===== src/rtl/result_display_scan.sv =====
// result_display_scan: two-digit multiplexed seven-segment display of a captured result byte
//   clk      - system clock, all state changes on its rising edge
//   reset    - synchronous active-high reset
//   value    - result word, captured on a rising edge of load
//   load     - level request; its rising edge captures value
//   seg      - segment drive, active-low, bit order gfedcba
//   digit_en - digit enables, active-low; bit 0 low digit, bit 1 high digit
//   valid    - high once a value has been captured since reset
module result_display_scan #(
    parameter int SCAN_DIV = 50000,
    parameter bit BLANK_LZ = 1
) (
    input  logic       clk,
    input  logic       reset,
    input  logic [7:0] value,
    input  logic       load,
    output logic [6:0] seg,
    output logic [1:0] digit_en,
    output logic       valid
);
    localparam int W = $clog2(SCAN_DIV);
    logic [W-1:0] prescaler;
    logic [7:0] held;
    logic loadQ, digitSel, capture, tick;
    logic [3:0] nibble;
    logic [6:0] hexSeg, nextSeg;
    // loadQ resets high so a load held through reset must fall before it can capture
    assign capture = load & ~loadQ;
    assign tick = prescaler == W'(SCAN_DIV - 1);
    assign nibble = digitSel ? held[7:4] : held[3:0];
    always_comb begin
        case (nibble)
            4'h0: hexSeg = 7'b1000000;
            4'h1: hexSeg = 7'b1111001;
            4'h2: hexSeg = 7'b0100100;
            4'h3: hexSeg = 7'b0110000;
            4'h4: hexSeg = 7'b0011001;
            4'h5: hexSeg = 7'b0010010;
            4'h6: hexSeg = 7'b0000010;
            4'h7: hexSeg = 7'b1111000;
            4'h8: hexSeg = 7'b0000000;
            4'h9: hexSeg = 7'b0010000;
            4'hA: hexSeg = 7'b0001000;
            4'hB: hexSeg = 7'b0000011;
            4'hC: hexSeg = 7'b1000110;
            4'hD: hexSeg = 7'b0100001;
            4'hE: hexSeg = 7'b0000110;
            default: hexSeg = 7'b0001110;
        endcase
    end
    // dash before any capture, then blank a zero high digit when enabled
    always_comb nextSeg = !valid ? 7'b0111111
                        : (digitSel && BLANK_LZ && held[7:4] == 4'h0) ? 7'b1111111
                        : hexSeg;
    always_ff @(posedge clk) begin
        if (reset) begin
            loadQ     <= 1'b1;
            held      <= '0;
            valid     <= 1'b0;
            prescaler <= '0;
            digitSel  <= 1'b0;
            seg       <= 7'b1111111;
            digit_en  <= 2'b11;
        end else begin
            loadQ     <= load;
            if (capture) begin
                held  <= value;
                valid <= 1'b1;
            end
            prescaler <= tick ? '0 : prescaler + 1'b1;
            if (tick) digitSel <= ~digitSel;
            seg       <= nextSeg;
            digit_en  <= digitSel ? 2'b01 : 2'b10;
        end
    end
endmodule


===== config.mk =====
export PLATFORM = sky130hd
export DESIGN_NAME = result_display_scan
export DESIGN_NICKNAME = d
export VERILOG_FILES = /design/src/rtl/result_display_scan.sv
export SDC_FILE = /design/constraint.sdc
export NUM_CORES = 1
export LEC_CHECK = 0
export ABC_AREA = 1
export CORE_UTILIZATION = 31
export CTS_BUF_LIST = sky130_fd_sc_hd__clkbuf_4
export CTS_CLUSTER_SIZE = 14
export DETAILED_ROUTE_END_ITERATION = 12
export MAX_ROUTING_LAYER = met4
export PLACE_DENSITY = 0.51
export SKIP_LAST_GASP = 1
export SYNTH_ARGS = -nofsm -noshare
export SYNTH_HDL_FRONTEND = slang
export SYNTH_SLANG_ARGS = --single-unit
export TNS_END_PERCENT = 50

===== constraint.sdc =====
create_clock -name clk -period 1.65 [get_ports clk]
set_input_delay 0.33 -clock clk [delete_from_list [all_inputs] [get_ports clk]]
set_output_delay 0.33 -clock clk [all_outputs]
set_load 0.005 [all_outputs]

==> results_dict.tcl <==
set metrics [dict create \
    worst_clock_skew_ns 0.00673 \
    slew_violations 0 \
    numCtsBuffers 5 \
    critPathMaxFanout 2 \
    grt_pass1_wl_microns 6110 \
    start_util 0.323 \
    synth_seq_area_share 0.405 \
    fp.dieH_microns 77.8 \
    critPathMaxStageDelay_ns 0.50 \
    port_buffers 20 \
    nFillCells 607 \
    syn-cell-area_sq_um 1780 \
    dp.cells 335 \
    num_rows 27 \
    reg2reg_depth 8 \
    async_reset_ff_frac 0 \
    startpoint_type "flip-flop" \
    num-nets-final 289 \
    rsz0062_at_grt "no" \
    area_delta_synth_final_pct 20.4 \
    cts_tree "yes" \
    grt_max_degree 17 \
    cts_num_sinks 36 \
    ctsHoldBuffers 0 \
    clkLatencyLatePin_ns 0.34 \
    max-slew-margin-rel 0.801 \
    tightest_slew_ns 0.299 \
    core_sq_um 5510 \
    first_pass_iters 4 \
    totalWireLength_microns 3500 \
    critical-path-top-delay-family "buffers and inverters" \
    power_mw 1.55 \
    synth_edf_count 0 \
    arrival_ns 1.18 \
    antenna_found_initial 0 \
    status "complete, no violations" \
    setup_viol 0 \
    ir_drop_mv 0.423 \
    max_freq_ghz 0.664 \
    vias 1487 \
    end_kind "primary output" \
    die_area_sq_um 6050 \
    post-route-min-period_ns 1.51 \
    synthFlopType "dfxtp_1" \
    root_buffer "clkbuf_4" \
    min_path_cells 2 \
    cp_num_buf_inv 1 \
    postRouteAntennaNets 0 \
    boundaryPins 21 \
    critical_path.slowest_cell "clkdlybuf4s50_1" \
    syn-num-nets 259 \
    period_share 0.913 \
    gp_congestion 0.793 \
    syn_inst 240 \
    pre_cts_ws_ns 0.0831 \
    die_width_microns 77.8 \
    setup_ws_ns 0.144 \
    grt_overflow 0 \
    clkTransAtPathRegs_ns 0.11 \
    max-clock-path-buffers 2 \
    synth_cell_types 26 \
    crit_chain "clkdlybuf4s50_1" \
    drc_errors 0 \
    postCtsSetupBuffers 0 \
    holdWs_ns 0.478 \
    h-tree-depth 2 \
    path_depth 1 \
    stdcell_count 343 \
    hold_path_class "reg -> reg" \
    dp_hpwl_microns 2740 \
    diodes 0 \
    tns_ns 0 \
    track_usage 0.134 \
    drv_cap 0 \
    power_density_nw_per_um2 723 \
    avgRoutedWirePerCell_microns 10.2 \
    grt_pass1_vias 1358 \
    routed_via_density 4.34 \
    path_class "reg -> out" \
    avgSynthCellArea_sq_um 7.41 \
    ys_seq_elements 36 \
    p_leak_nw 0.803 \
    drt_iter0_drc 40 \
    critPathRequiredTime_ns 1.32 \
    yosysWarningCount 0 \
    drive_above_1_share 0.166 \
    hold_viol 0 \
]
[placed cells by master, fill, tap and decap left out]
| cell type | instances |
|---|---|
| nand2_1 | 48 |
| dfxtp_1 | 35 |
| nor2_1 | 34 |
| inv_1 | 23 |
| nand3_1 | 20 |
| clkdlybuf4s50_1 | 20 |
| o21ai_0 | 12 |
| a21oi_1 | 10 |
| nor2_2 | 10 |
| ha_1 | 8 |
| clkbuf_4 | 7 |
| buf_4 | 7 |
| nand2_2 | 5 |
| nand4_1 | 5 |
| inv_2 | 4 |
| xor2_1 | 4 |
| a21oi_2 | 3 |
| o21ai_1 | 2 |
| nand2_4 | 2 |
| o211ai_1 | 2 |
| nor2_4 | 2 |
| or2_2 | 2 |
| o21ai_2 | 1 |
| nand3_2 | 1 |
| xnor2_1 | 1 |
| nor3_1 | 1 |
| clkinv_1 | 1 |
| dfxtp_2 | 1 |
[final timing paths]
| path | from | to | slack [ns] |
|---|---|---|---|
| hold / removal | held[4] | held[4] | 0.48 |
| setup / recovery | valid | valid | 0.14 |
| hold reg to reg | held[4] | held[4] | 0.48 |
| setup reg to reg | digitSel | seg[3] | 0.19 |
[repair_timing]
| action | CTS | global route |
|---|---|---|
| endpoints found under the hold margin | 0 | 0 |
| resized for setup | 0 | 2 |
| endpoints found under the setup margin | 0 | 4 |
[per-stage QoR]
step	util	area, sq um
after floorplan	-	1780
after global placement	0.379	2080
after detailed placement	0.379	2080
after CTS	0.389	2140
after global routing	0.389	2140
final	0.389	2140
[cell usage after synthesis, types with 2 or more instances]
master    instances  share of area
a21oi_1          10          0.028
a21oi_2           3          0.015
buf_2             2         0.0056
dfxtp_1          36           0.41
ha_1              8          0.056
inv_1            23          0.049
inv_2             4         0.0084
nand2_1          48           0.10
nand2_2           5          0.018
nand2_4           2          0.013
nand3_1          20          0.056
nand4_1           5          0.018
nor2_1           34          0.072
nor2_2           10          0.035
nor2_4            2          0.013
o211ai_1          2         0.0084
o21ai_0          13          0.037
or2_2             2         0.0070
xor2_1            4          0.020
[per-layer routing]
metal | vias to the layer above | track usage | share of wire
li1 | 818 | - | -
met1 | 643 | 0.166 | 0.50
met2 | 22 | 0.205 | 0.46
met3 | 4 | 0.0341 | 0.033
met4 | 0 | 0.0566 | 0.0091
met5 | - | - | 0
[cell families (layout without fill, tap and decap cells)]
logic type | count (synthesis) | count (layout) | share of synthesized area
AOI/OAI and AO/OA | 30 | 30 | 0.0956
xor gates and xnor gates | 5 | 5 | 0.0246
adders and majority gates | 8 | 8 | 0.0563
buffers and inverters | 31 | 62 | 0.0781
DFF | 36 | 36 | 0.405
and+or+nand+nor | 130 | 130 | 0.340
[cell type report]
type	count	area [sq um]	share of cell area
flip-flops and latches	36	722	0.337
clock inverters	1	3.75	0.00175
inverters	27	101	0.0473
multi-input cells	173	920	0.429
well taps	72	90.1	0.0421
clock buffers	7	52.6	0.0245
repair buffers	27	253	0.118
[report_power, final]
group / internal [mW] / switching, mW / leakage, nW / total, mW
registers: 0.896 / 0.0131 / 0.294 / 0.909
clock network: 0.197 / 0.281 / 0.0338 / 0.478
logic: 0.0782 / 0.0834 / 0.476 / 0.162
total: 1.17 / 0.378 / 0.803 / 1.55
[flip-flops by register name, summed over array words and instances, names as in the netlist]
register / cells
loadQ: 1
seg: 7
digit_en: 2
valid: 1
prescaler: 16
held: 8
digitSel: 1
No activity file was read; power rests on OpenSTA's default activity.
